==> src/rtl/sha1_wsched.sv <==
`default_nettype none
// ============================================================================
// Module   : sha1_wsched
// Brief    : SHA-1 message-schedule generator; 16-word circular buffer that
//            emits W[0..NROUNDS-1] one word per accepted `next` strobe.
// Revision : 1.0 - initial release
// ============================================================================
module sha1_wsched #(
  parameter int NROUNDS = 80
) (
  input  logic        clk,
  input  logic        reset,
  input  logic        load,
  input  logic [31:0] din,
  input  logic        next,
  output logic [31:0] w,
  output logic [6:0]  t,
  output logic [1:0]  grp,
  output logic        valid,
  output logic        done
);

  typedef enum logic [1:0] {
    IDLE = 2'd0,
    LOAD = 2'd1,
    RUN  = 2'd2,
    DONE = 2'd3
  } state_t;

  localparam logic [6:0] c_LAST_T = 7'(NROUNDS - 1);

  state_t      r_state;
  state_t      w_stateNext;
  logic [31:0] r_buf [16];
  logic [3:0]  r_loadCnt;
  logic [6:0]  r_t;

  logic        w_loadStart;
  logic        w_loadWord;
  logic        w_accept;
  logic        w_lastWord;
  logic        w_computed;
  logic [3:0]  w_idx;
  logic [3:0]  w_idxM3;
  logic [3:0]  w_idxM8;
  logic [3:0]  w_idxM14;
  logic [31:0] w_xor;
  logic [31:0] w_wNew;

  assign w_loadStart = ((r_state == IDLE) || (r_state == DONE)) && load;
  assign w_loadWord  = (r_state == LOAD) && load;
  assign w_accept    = (r_state == RUN) && next;
  assign w_lastWord  = (r_t == c_LAST_T);
  assign w_computed  = (r_t >= 7'd16);

  // Mod-16 indexing falls out of 4-bit wraparound subtraction.
  assign w_idx    = r_t[3:0];
  assign w_idxM3  = w_idx - 4'd3;
  assign w_idxM8  = w_idx - 4'd8;
  assign w_idxM14 = w_idx - 4'd14;
  assign w_xor    = r_buf[w_idxM3] ^ r_buf[w_idxM8] ^ r_buf[w_idxM14] ^ r_buf[w_idx];
  assign w_wNew   = {w_xor[30:0], w_xor[31]};

  always_ff @(posedge clk or posedge reset) begin
    if (reset) begin
      r_state <= IDLE;
    end else begin
      r_state <= w_stateNext;
    end
  end

  always_comb begin
    w_stateNext = r_state;
    case (r_state)
      IDLE, DONE: begin
        if (load) begin
          w_stateNext = LOAD;
        end
      end
      LOAD: begin
        if (load && (r_loadCnt == 4'd15)) begin
          w_stateNext = RUN;
        end
      end
      RUN: begin
        if (next && w_lastWord) begin
          w_stateNext = DONE;
        end
      end
      default: w_stateNext = IDLE;
    endcase
  end

  always_ff @(posedge clk or posedge reset) begin
    if (reset) begin
      for (int i = 0; i < 16; i++) begin
        r_buf[i] <= '0;
      end
      r_loadCnt <= '0;
      r_t       <= '0;
    end else begin
      if (w_loadStart) begin
        r_buf[0]  <= din;
        r_loadCnt <= 4'd1;
        r_t       <= '0;
      end else if (w_loadWord) begin
        r_buf[r_loadCnt] <= din;
        r_loadCnt        <= r_loadCnt + 4'd1;
        r_t              <= '0;
      end else if (w_accept) begin
        // The slot being overwritten held W[t-16], which no later word needs.
        if (w_computed) begin
          r_buf[w_idx] <= w_wNew;
        end
        r_t <= w_lastWord ? 7'd0 : (r_t + 7'd1);
      end
    end
  end

  assign valid = (r_state == RUN);
  assign done  = (r_state == DONE);
  assign t     = valid ? r_t : 7'd0;

  always_comb begin
    w = 32'd0;
    if (valid) begin
      w = w_computed ? w_wNew : r_buf[w_idx];
    end
  end

  always_comb begin
    grp = 2'd3;
    if (t < 7'd20) begin
      grp = 2'd0;
    end else if (t < 7'd40) begin
      grp = 2'd1;
    end else if (t < 7'd60) begin
      grp = 2'd2;
    end
  end

endmodule
`default_nettype wire

==> config.mk <==
export PLATFORM = sky130hd
export DESIGN_NAME = sha1_wsched
export DESIGN_NICKNAME = d
export VERILOG_FILES = /design/src/rtl/sha1_wsched.sv
export SDC_FILE = /design/constraint.sdc
export NUM_CORES = 2
export LEC_CHECK = 0
export ABC_CLOCK_PERIOD_IN_PS = 17400
export CAP_MARGIN = 20
export CORE_MARGIN = 2
export CORE_UTILIZATION = 40
export DETAILED_ROUTE_END_ITERATION = 6
export MAX_ROUTING_LAYER = met4
export PLACE_DENSITY = 0.69
export SETUP_SLACK_MARGIN = 0.15
export SYNTH_ARGS = -nofsm -noshare
export SYNTH_HDL_FRONTEND = slang
export SYNTH_SLANG_ARGS = --single-unit
==> constraint.sdc <==
create_clock -name clk -period 17.4 [get_ports clk]
set_input_delay 1.74 -clock clk [delete_from_list [all_inputs] [get_ports clk]]
set_output_delay 1.74 -clock clk [all_outputs]
set_load 0.01 [all_outputs]
### After elaboration in Yosys (flattened, before gate mapping)

Index checks and enable logic that the tools add are counted.

* register bits: 525
* input bits: 36

* $add $sub $neg: 5
* $lt $le $gt $ge: 11
* eq/ne operators: 8
* mux-type cells: 38
* bitwise logic cells: 9
* reduce and logical (&&, ||, !) cells: 18

Operator list (count)
* two-way mux 512 bit: 3
* bitwise mux 512 bit: 2
* binary-select mux 32 bit (select 4 bit): 4
* two-way mux 32 bit: 13
* demux 32 bit (select 4 bit): 2
* XOR 32 bit: 3
* two-way mux 7 bit: 5
* >= comparator 5 bit, second input constant: 5
* inverter 4 -> 5 bit: 5
* less-than comparator 7 x 6 -> 1 bit, second input constant: 2
* less-than comparator 5 x 1 -> 1 bit, second input constant: 2
* two-way mux 2 bit: 5
* two-way mux 4 bit: 2
* subtractor 4 bit, second input constant: 2
* adder 7 x 1 -> 7 bit, second input constant: 1
* == test 7 bit, second input constant: 1
* >= comparator 7 x 5 -> 1 bit, second input constant: 1
* logical AND 1 bit: 7
* less-than comparator 7 x 5 -> 1 bit, second input constant: 1
* one-hot mux 2 bit (3 select lines): 1
* AND reduction 3 bit: 2
* nonzero test 2 bit: 3
* nonzero test 3 bit: 2
* adder 4 x 1 -> 4 bit, second input constant: 1
* 12 further kinds: 14

### Logic depth before layout (Yosys ltp)

* depth after elaboration: 13
* mapped depth: 17
* depth with buffers taken out: 9

### Worst setup path before layout

No wires, ideal clock.

* path type: register to output
* start: register r_t[0]
* end: output port w[12]
* arrival time: 4.132 ns
* data required time: 15.660 ns
* setup slack: 11.528 ns
* stages on the path, launching flop included: 18
* buffers on the path: 9
* path through: dfrtp_1 buf_6 buf_4 buf_6 buf_2 buf_2 inv_1 ha_1 buf_4 buf_4 buf_1 mux4_2 mux4_2 xnor2_2 xor2_2 buf_4 inv_2 o22ai_1

* longest elaborated chain between the ends: 10
* elaborated cells between the ends (all ways): 25
* classes of those cells: add/sub (3); order compare (1); mux (14); bitwise (7)

RTL lines
* from (decl): line 36 `logic [6:0] r_t;`
* from (signal assigned): line 115 `r_t <= w_lastWord ? 7'd0 : (r_t + 7'd1);`
* subtractor 4 x 2 -> 4 bit / subtractor 4 bit (equally long branches): line 58, 59
* inverter 4 -> 5 bit (not written as such): line 61 `assign w_xor = r_buf[w_idxM3] ^ r_buf[w_idxM8] ^ r_buf[w_idxM14] ^ r_buf[w_idx];`
* binary-select mux 32 bit (select 4 bit): line 61
* two-way mux 32 bit (not written as such) (2 in series): line 61
* XOR 32 bit (3 in series): line 61
* two-way mux 32 bit (*): line 127 `w = w_computed ? w_wNew : r_buf[w_idx];`
* two-way mux 32 bit (*): line 126 `if (valid) begin`
* to (decl): line 16 `output logic [31:0] w,`

Mark *: on every way between the ends. The rest lies on a longest branch, timed or not. The select of a mux whose other input is x is not followed.

### Worst setup path after layout

* start: register r_t[0]
* end: output port w[28]

Same word-level chain as after synthesis.

==> Implementation_results.wiki <==
{| class="wikitable"
! Metric !! Value
|-
| Clock tree from TritonCTS || done
|-
| Count of antenna-violating nets left after detailed routing || 0
|-
| Leakage dissipation || 0.0157 µW
|-
| Count of flip-flops with a built-in enable after synthesis || 0
|-
| Cts hold-fix bufs || 0
|-
| Maximum resistive drop on vdd || around 0.11 mV
|-
| Fraction of final layout cells with drive strength greater than 1 || 0.238
|-
| Core Rows || ~110
|-
| IO Pins || 79
|-
| Wire length after detailed routing || about 150000 µm
|-
| Nets in the synthesized netlist || about 3400
|-
| Depth of the CTS H-tree || 2
|-
| Critical path depth in cells || 10
|-
| Maximum frequency from static timing analysis || around 110 MHz
|-
| Max-capacitance violation count || 0
|-
| Skew-Pair Late Insertion Delay || between 0.6 and 0.7 ns
|-
| Drc violations || 0
|-
| Hold WC Path Type || reg2reg
|-
| Post-synthesis async set-or-reset flop share || 1.00
|-
| Count of state elements after synthesis || roughly 530
|-
| Data arrival time at the worst-slack endpoint || about 7.1 ns
|-
| Cell-by-cell listing of the critical path || buf_4 > buf_4 > buf_4 > mux4_2 > mux4_2 > xnor2_2 > xor2_2 > inv_1 > o22ai_1 > clkdlybuf4s50_1
|-
| Finished Cell Area || roughly 40000 µm²
|-
| Number of cells on the worst reg-to-reg path || 10
|-
| Required time of the critical path || 15.66 ns
|-
| Number of hold violations in the final report || 0
|-
| Antenna violations before repair || 4
|-
| Smallest hold slack || 0.540 ns
|-
| Total half-perimeter wirelength after legalization and detailed placement || 83100 µm
|-
| Net Sw Frac || 0.434
|-
| Crit-path max cell delay || approximately 0.95 ns
|-
| Part of the power in the clock network || 0.226
|-
| Count of endpoints failing setup in the final report || 0
|-
| Number of vias after detailed routing || between 30000 and 40000
|-
| Area share of the largest cell type after synthesis || 0.349
|-
| Worst path slowest cell || sky130_fd_sc_hd__dfrtp_4
|-
| Net Sw Power || 2500 µW
|-
| Max-slew violation count || 0
|-
| Category of the most critical setup path || reg2out
|-
| Run status || complete, no violations
|-
| Count of TritonRoute iterations in the first routing pass || 7
|-
| Worst clock skew || 0.0208 ns
|-
| Most used cell, CP || sky130_fd_sc_hd__buf_4
|-
| Final critical-path required period || between 8 and 9 ns
|-
| Global-route wire length before repair || 221000 µm
|-
| Synthesis Warnings || 0
|-
| Cell count after synthesis || approximately 3400
|-
| Worst Hold Path Cells || 1
|-
| Signed area change from the synthesized netlist to the final layout || 9.19%
|-
| Largest net degree at the start of global routing || 108
|-
| Most instantiated flip-flop cell in the synthesis netlist || sky130_fd_sc_hd__dfrtp_1
|-
| Post-DR vias/cell || ~7.4
|-
| Chip Height || 311 µm
|-
| Cell type with the largest total area after synthesis || sky130_fd_sc_hd__dfrtp_1
|-
| TritonCTS Sinks || 525
|-
| Dpl cell area || between 30000 and 40000 µm²
|-
| Cell Int Power || approximately 3300 µW
|-
| Proportion of synthesized chip area in sequential cells || 0.349
|-
| Cell Pwr Density || 140 nW/µm²
|-
| Post-layout total power || between 5000 and 6000 µW
|-
| Count of unique library cells instantiated by Yosys || between 50 and 60
|-
| Setup TNS Final || 0 ns
|-
| Post-cts repair resize count || 0
|-
| Rel. slew slack || 0.215
|-
| Top Family by Delay on Critical Path || buffers and inverters
|-
| Largest cells by area after synthesis || sky130_fd_sc_hd__dfrtp_1, sky130_fd_sc_hd__mux4_2, sky130_fd_sc_hd__a22oi_1, sky130_fd_sc_hd__a21oi_1, sky130_fd_sc_hd__nor2_1
|-
| Number of buffers inserted by post-CTS setup repair || 0
|-
| Clock buffers created by TritonCTS || 57
|-
| Crit path capture type || output pin
|-
| Share of power burned in combinational logic || 0.483
|-
| Worst setup SP type || flop
|-
| Buffers from clock root to sink, at most || 3
|-
| I/O Buffers || 78
|-
| Syn_area_per_cell || 11.2 µm²
|-
| Cell area after synthesis || about 38000 µm²
|-
| Gpl congestion || 0.918
|-
| Average wire length per cell after detail routing || 33.3 µm
|-
| Global-route total usage across every layer || 0.315
|-
| RSZ-0062 raised after global routing || false
|-
| Final period utilization || 0.509
|-
| Via count of the first global-routing pass || 32400
|-
| Overflow after GRT || 0
|-
| Most instantiated library cell after synthesis || sky130_fd_sc_hd__dfrtp_1
|-
| Critical path buffers and inverters || 5
|-
| Die Span X || just over 300 µm
|-
| Root cell of the clock tree || sky130_fd_sc_hd__clkbuf_16
|-
| Core region area || 93300 µm²
|-
| Die Outline Area || a little under 100000 µm²
|-
| Clock-pin slew on the worst setup and hold paths || 0.06 ns
|-
| Sequential group share of total power || 0.291
|-
| Measured slew at the worst slew-check pin || ~1.2 ns
|-
| Fill count || roughly 8600
|-
| Initial core utilization || 0.403
|-
| Crit Path Max Fanout || 62
|-
| Top cells by instance count after synthesis || sky130_fd_sc_hd__dfrtp_1, sky130_fd_sc_hd__mux4_2, sky130_fd_sc_hd__nor2_1
|-
| Violation count after the first detailed-route iteration || ~6000
|-
| NumNets Final || about 3200
|}
-- area by class of cell --
| type | count | area, µm² | area share |
|---|---|---|---|
| antenna | 6 | 15.0 | 0.000365 |
| clock buffer | 80 | 1650 | 0.0402 |
| clock inverter | 21 | 282 | 0.00685 |
| inverter | 81 | 314 | 0.00764 |
| multi-input combinational | 2349 | 22600 | 0.549 |
| sequential | 525 | 13200 | 0.320 |
| tap | 1254 | 1570 | 0.0382 |
| timing repair buffer | 176 | 1560 | 0.0379 |
-- final timing paths --
path | start | to | slack (ns)
max in group asynchronous | reset | r_buf[22] | 13.30
max | r_t[0] | w[28] | 8.54
min reg2reg | r_buf[267] | r_buf[267] | 0.54
min | r_buf[267] | r_buf[267] | 0.54
max reg2reg | r_t[0] | r_buf[210] | 11.34
min in group asynchronous | reset | r_t[5] | 1.67
-- cell families after synthesis --
group           after synthesis  synth area share
simple gates                694            0.0804
mux                         550             0.293
compound gates              989             0.180
fa+ha+maj                    14           0.00459
flops                       525             0.349
xor+xnor                    102            0.0333
buf+inv                     500            0.0599
-- per-layer routing --
layer,global-route usage,part of all wire,vias up
li1,-,-,12800
met1,0.381,0.34,16700
met2,0.445,0.43,3103
met3,0.114,0.16,788
met4,0.199,0.075,0
met5,-,0,-
-- state kept, by name, indices dropped and copies added, names as in the netlist --
signal,flops
r_t,7
r_buf,512
r_loadCnt,4
r_state,2
-- through the flow --
| step | setup WS, ns | std cells | util |
|---|---|---|---|
| 6_report | 8.54 | 4492 | 0.440 |
| 5_1_grt | 8.04 | 4489 | 0.440 |
| 4_1_cts | 8.48 | 4485 | 0.440 |
| 3_5_place_dp | 9.18 | 4384 | 0.419 |
| 3_3_place_gp | 9.28 | 4384 | 0.419 |
| 2_1_floorplan | 0.992 | 3374 | - |
-- cell usage in the layout (no fill, tap or decap), drive strengths merged, types with 40 or more instances in the layout --
cell | netlist | layout
a21oi | 290 | 290
a221oi | 65 | 65
a22oi | 234 | 234
buf | 141 | 99
clkbuf | 278 | 80
clkdlybuf4s50 | 0 | 77
dfrtp | 525 | 525
inv | 81 | 83
mux2i | 78 | 78
mux4 | 439 | 439
nand2 | 128 | 128
nand3 | 40 | 40
nor2 | 367 | 367
nor3 | 53 | 53
o21a | 83 | 83
o21ai | 89 | 89
o221ai | 140 | 140
o22ai | 45 | 45
xnor2 | 74 | 74
-- power by group through the flow --
stage	sequential, µW	clock (µW)	combinational (µW)
2_1_floorplan	1580	0	2040
3_3_place_gp	1670	0	2670
3_5_place_dp	1680	0	2710
4_1_cts	1660	1300	2720
5_1_grt	1700	1350	2910
6_report	1680	1300	2790
Note: power is estimated with default switching activity, not from simulation.
